## src/rtl/full_adder_pkg.sv

```systemverilog
// Shared helpers for the full_adder slice: the bit-level carry function used
// by every cell of the ripple chain.
package full_adder_pkg;

  // Majority of three inputs: the carry-out of a 1-bit full adder.
  function automatic logic maj3(input logic a, input logic b, input logic c);
    return (a & b) | (a & c) | (b & c);
  endfunction

endpackage

```

## src/rtl/full_adder_if.sv

```systemverilog
// Operand/result bundle of the clocked full adder; the producer drives the
// operands through master, the adder sits on slave.
interface full_adder_if #(
  parameter int WIDTH = 1
);
  logic             in_valid;
  logic [WIDTH-1:0] A;
  logic [WIDTH-1:0] B;
  logic             Cin;
  logic [WIDTH-1:0] S;
  logic             Cout;
  logic             out_valid;

  modport master (
    output in_valid, A, B, Cin,
    input  S, Cout, out_valid
  );

  modport slave (
    input  in_valid, A, B, Cin,
    output S, Cout, out_valid
  );
endinterface

```

## src/rtl/full_adder_fa_bit.sv

```systemverilog
// Purely combinational 1-bit full adder cell; one link of the ripple chain.
module fa_bit
  import full_adder_pkg::*;
(
  input  logic a,
  input  logic b,
  input  logic ci,
  output logic s,
  output logic co
);

  assign s  = a ^ b ^ ci;
  assign co = maj3(a, b, ci);

endmodule

```

## src/rtl/full_adder.sv

```systemverilog
// Clocked WIDTH-bit full adder: ripple chain of fa_bit cells feeding one
// register stage for {Cout, S} plus a one-cycle valid flag. WIDTH is 1..64.
module full_adder
  import full_adder_pkg::*;
#(
  parameter int WIDTH = 1
) (
  input  logic         clk,
  input  logic         rst_n,
  full_adder_if.slave  bus
);

  logic [WIDTH:0]   carry;
  logic [WIDTH-1:0] sum_next;
  logic [WIDTH-1:0] s_reg;
  logic             cout_reg;
  logic             out_valid_reg;

  assign carry[0] = bus.Cin;

  generate
    for (genvar gi = 0; gi < WIDTH; gi++) begin : g_chain
      fa_bit u_bit (
        .a  (bus.A[gi]),
        .b  (bus.B[gi]),
        .ci (carry[gi]),
        .s  (sum_next[gi]),
        .co (carry[gi+1])
      );
    end
  endgenerate

  // Reset wins over a same-edge capture; idle cycles keep the last result.
  always_ff @(posedge clk) begin
    if (!rst_n) begin
      s_reg         <= '0;
      cout_reg      <= 1'b0;
      out_valid_reg <= 1'b0;
    end else begin
      out_valid_reg <= bus.in_valid;
      if (bus.in_valid) begin
        s_reg    <= sum_next;
        cout_reg <= carry[WIDTH];
      end
    end
  end

  assign bus.S         = s_reg;
  assign bus.Cout      = cout_reg;
  assign bus.out_valid = out_valid_reg;

endmodule

```

## src/flat_wrapper.sv

```systemverilog
// flat-port wrapper written by rule: the top's interface ports become plain ports
module full_adder_flat import full_adder_pkg::*;
#(
  parameter int WIDTH = 1
)
  (clk, rst_n, bus_in_valid, bus_A, bus_B, bus_Cin, bus_S, bus_Cout, bus_out_valid);
  full_adder_if #(.WIDTH(WIDTH)) bus_i ();
  input  logic clk;
  input  logic rst_n;
  input wire logic [$bits(bus_i.in_valid)-1:0] bus_in_valid;
  input wire logic [$bits(bus_i.A)-1:0] bus_A;
  input wire logic [$bits(bus_i.B)-1:0] bus_B;
  input wire logic [$bits(bus_i.Cin)-1:0] bus_Cin;
  output wire logic [$bits(bus_i.S)-1:0] bus_S;
  output wire logic [$bits(bus_i.Cout)-1:0] bus_Cout;
  output wire logic [$bits(bus_i.out_valid)-1:0] bus_out_valid;
  assign bus_i.in_valid = bus_in_valid;
  assign bus_i.A = bus_A;
  assign bus_i.B = bus_B;
  assign bus_i.Cin = bus_Cin;
  assign bus_S = bus_i.S;
  assign bus_Cout = bus_i.Cout;
  assign bus_out_valid = bus_i.out_valid;
  full_adder #(.WIDTH(WIDTH)) u_core (.clk(clk), .rst_n(rst_n), .bus(bus_i));
endmodule
```

## config.mk

```make
export PLATFORM = sky130hd
export DESIGN_NAME = full_adder_flat
export DESIGN_NICKNAME = d
export VERILOG_FILES = /design/src/rtl/full_adder_pkg.sv /design/src/rtl/full_adder_if.sv /design/src/rtl/full_adder_fa_bit.sv /design/src/rtl/full_adder.sv /design/src/flat_wrapper.sv
export SDC_FILE = /design/constraint.sdc
export NUM_CORES = 1
export LEC_CHECK = 0
export ABC_AREA = 1
export CORE_AREA = 2 2 39 41
export DETAILED_ROUTE_END_ITERATION = 8
export DIE_AREA = 0 0 41 43
export PLACE_DENSITY_LB_ADDON = 0.12
export SETUP_SLACK_MARGIN = 0.4
export SLEW_MARGIN = 10
export SYNTH_ARGS = -nofsm -noshare
export SYNTH_HDL_FRONTEND = slang
export SYNTH_SLANG_ARGS = --single-unit
```

## constraint.sdc

```tcl
create_clock -name clk -period 0.9 [get_ports clk]
set_clock_uncertainty 0.2 [all_clocks]
set_input_delay 0.09 -clock clk [delete_from_list [all_inputs] [get_ports clk]]
set_output_delay 0.09 -clock clk [all_outputs]
set_load 0.05 [all_outputs]
```

==> summary.txt <==
CTS
  – Clock tree buffer depth: 2
  – Root buffer selected by CTS: sky130_fd_sc_hd__clkbuf_4
  – Total clock sinks: 3
  – Clock edge transition at the registers on the reported setup and hold paths: 0.04 ns
  – Number of buffers added by the clock tree synthesis step: 3
  – CTS tree: done
  – CTS H-Tree Depth: 1
  – Post-CTS Repair Setup Buffers: 0
  – Skew-Pair Late Insertion Delay: roughly 0.23 ns

Global routing
  – Via count of the first global-routing pass: 103
  – Most congested layer reported by global routing: met4
  – Final global-route overflow total: 0
  – Overall routing resource usage: under 10%
  – Maximum number of pins on one net before global-route repair: 6
  – First-pass GRT wire length: 338 um
  – Met1 demand-to-capacity share in global routing: 2.564%
  – Met2 layer usage reported by global route: 3.750%
  – Antenna violations before repair: 0
  – GRT met3 Usage: 3.141%

Logic synthesis
  – Sequential share of the synthesized area: 48.00%
  – Combinational family with the most area after synthesis: simple AND/OR/NAND/NOR gates
  – Count of warnings emitted by yosys: 0
  – Mean Syn Cell Area: 7.820 sq um
  – Mapped Cells: 16
  – Top cells by area in the synthesized netlist: sky130_fd_sc_hd__dfxtp_1 48%, sky130_fd_sc_hd__fa_1 16%, sky130_fd_sc_hd__nand2_1 15%, sky130_fd_sc_hd__nor2_1 12%, sky130_fd_sc_hd__inv_1 9.0%
  – Ys async rst share: 0%
  – Synthesized area: approximately 130 sq um
  – Area fraction in compound gates after synthesis: 0%
  – Parity-gate share of the synthesized area counting xor and xnor cells: 0%
  – Number of synthesized flops with an enable pin: 0
  – Post-synthesis adder-cell area fraction: 16.00%
  – Number of library cell types mapped by synthesis: 5
  – Synthesized net count: 23
  – Top cell type by total area after synthesis: sky130_fd_sc_hd__dfxtp_1
  – Simple-gate share of the synthesized area: 27.00%
  – Synth top cells by count: 5 x sky130_fd_sc_hd__nand2_1, 4 x sky130_fd_sc_hd__nor2_1, 3 x sky130_fd_sc_hd__dfxtp_1, 3 x sky130_fd_sc_hd__inv_1, 1 x sky130_fd_sc_hd__fa_1
  – Multiplexer share of the synthesized area: 0%
  – Area share of the largest cell type after synthesis: 48.00%
  – Seq cells post-synth: 3
  – Most instantiated flip-flop cell in the synthesis netlist: sky130_fd_sc_hd__dfxtp_1
  – Most instantiated library cell after synthesis: sky130_fd_sc_hd__nand2_1

Placed design
  – Last weighted congestion value of the routability-driven placer: 0.6098
  – Number of buffers added on ports: 8
  – # placed instances: 40

Timing
  – Worst path setup slack after routing: -0.1050 ns
  – Relative slew margins: 93.87%
  – Max Clk Rate: around 1000 MHz
  – Number of setup violations in the final report: 4
  – Final Hold Violating Endpoints: 3
  – Slew Viols, Final: 0
  – Setup repair after global routing missed its margin: true
  – Shortest period the worst path allows: 1.005 ns
  – Final Cycle Share: 111.7%
  – Tightest Pin Transition: 0.09191 ns
  – Worst-case hold slack: -0.09293 ns

Critical path
  – Critical path's top delay family: flip-flops
  – Data arrival time of the critical path: 0.72 ns
  – Slack of the worst reg-to-reg path: 0.11 ns
  – Worst Setup Path Type: flip-flop to primary output
  – Worst stage delay on the critical path: 0.34 ns
  – Sum of buffers and inverters on the critical path: 1
  – Setup crit end kind: primary output
  – Crit path max fanout: 2
  – Worst R2R Path Depth: 2
  – Nature of the critical path startpoint: flip-flop
  – Critical Path RT: 0.61 ns
  – Worst reg2reg path endpoint: u_core.bus.Cout
  – Crit-path cells: buf_12
  – Worst reg2reg path startpoint: u_core.bus.Cout
  – Library cell contributing the largest single delay on the critical path: sky130_fd_sc_hd__dfxtp_2

Routing
  – Routed via count divided by cell count: 2.909
  – DRT iter0 DRCs: 3
  – Via Count: 128
  – Post-Route WL: 255 um
  – Remaining antenna violation count: 0
  – First-pass DRT Iterations: 2
  – Post-route DRC violation count: 0
  – Average detailed-routed wire length per instance: ~5.8 um

Floorplan
  – Die Height: 43 um
  – Die ar.: 1763 sq um
  – Initial cell density of the core: 9.042%
  – Die width: between 40 and 50 um
  – Number of standard-cell rows in the floorplan: 14
  – Boundary Pins: 9
  – Core Region: 1384 sq um

Power
  – Pleak: 0.1350 nW
  – Pwr Density: roughly 1800 nW/um^2
  – Highest ir drop seen on vdd: approximately 0.36 mV

Min path
  – Worst Hold Class: primary input to flip-flop
  – Number of instances on the worst hold path: 3
  – Min-Delay Startpoint: bus_in_valid
  – Sink of the worst hold path: u_core.bus.out_valid

Run status
  – Failing checks: hold timing, setup timing
  – Run status: finished with violations

Layout
  – Layout overhead on the synthesized area: 123.0%
  – Finished Layout Cells: between 40 and 50
  – Proportion of layout cells with a drive suffix above 1: a little over half
  – Final-layout fill cell count: 162
  – Number of antenna repair diodes: 0
  – Number of nets in the final layout: 36

Run
  – Max-cap violations: 0
## cell type report
cell class                 count  area (sq um)  share of cell area (%)
timing repair buffer           8         96.34                   34.53
sequential                     3         68.82                   24.66
multi-input combinational     10         56.30                   20.18
clock buffer                   4         26.28                   9.417
tap                           16         20.02                   7.175
inverter                       3         11.26                   4.036
## kinds of logic after synthesis
logic type / after synthesis
adder cells (fa/ha/maj): 1
AND/OR/NAND/NOR: 9
flip-flops: 3
buffers and inverters: 3
## cell usage in the layout (no fill, tap or decap)
cell type	Yosys	final
sky130_fd_sc_hd__nor2_1	4	4
sky130_fd_sc_hd__clkbuf_4	0	3
sky130_fd_sc_hd__clkdlybuf4s15_1	0	1
sky130_fd_sc_hd__buf_2	0	3
sky130_fd_sc_hd__clkbuf_1	0	1
sky130_fd_sc_hd__dfxtp_2	0	1
sky130_fd_sc_hd__dfxtp_4	0	2
sky130_fd_sc_hd__fa_2	0	1
sky130_fd_sc_hd__buf_12	0	3
sky130_fd_sc_hd__inv_2	0	1
sky130_fd_sc_hd__nand2_1	5	5
sky130_fd_sc_hd__inv_1	3	2
sky130_fd_sc_hd__buf_6	0	1
## metal layers
metal / up-vias / wire [um]
met4: 0 / 19
met3: 2 / 22
met2: 9 / 130
met5: - / 0
li1: 68 / -
met1: 49 / 84
## power by group
part / total (mW) / internal, mW / switching (mW)
logic: 0.117 / 0.0591 / 0.0578
registers: 0.152 / 0.143 / 0.00926
clock network: 0.236 / 0.166 / 0.0694
## worst reg2reg max path: cells and delay by family, from the launching register on
kind / cells / cell delay (ns)
simple gates: 2 / 0.14
flops: 1 / 0.34
## worst max-delay path by stage
stage / from / endpoint / slack (ns) / depth (start not counted)
6_report: u_core.bus.S / bus_S / -0.11 / 1
3_5_place_dp: bus_Cin / u_core.bus.S / -0.62 / 6
4_1_cts: u_core.bus.S / bus_S / -0.11 / 1
2_1_floorplan: bus_Cin / u_core.bus.S / -0.14 / 5
3_3_place_gp: bus_Cin / u_core.bus.S / -0.62 / 6
5_1_grt: u_core.bus.S / bus_S / -0.13 / 1
## per-stage QoR
step / cell area, sq um / TNS, ns / setup WS, ns / total power, mW / utilization [%]
floorplan: 132.6 / -0.2043 / -0.1434 / 0.2027 / -
finish: 279.0 / -0.3496 / -0.1050 / 0.5043 / 20.16
CTS: 285.3 / -0.3932 / -0.1136 / 0.5161 / 20.61
detailed placement: 262.8 / -1.305 / -0.6247 / 0.2766 / 18.99
global placement: 262.8 / -1.290 / -0.6161 / 0.2763 / 18.99
global route: 279.0 / -0.4319 / -0.1327 / 0.5387 / 20.16
## what timing repair did
action,in CTS,in global routing
pin swaps,3,2
setup endpoints to repair,6,6
resized for setup,21,1
hold endpoints to repair,2,3
No activity file was read; power rests on OpenSTA's default activity.
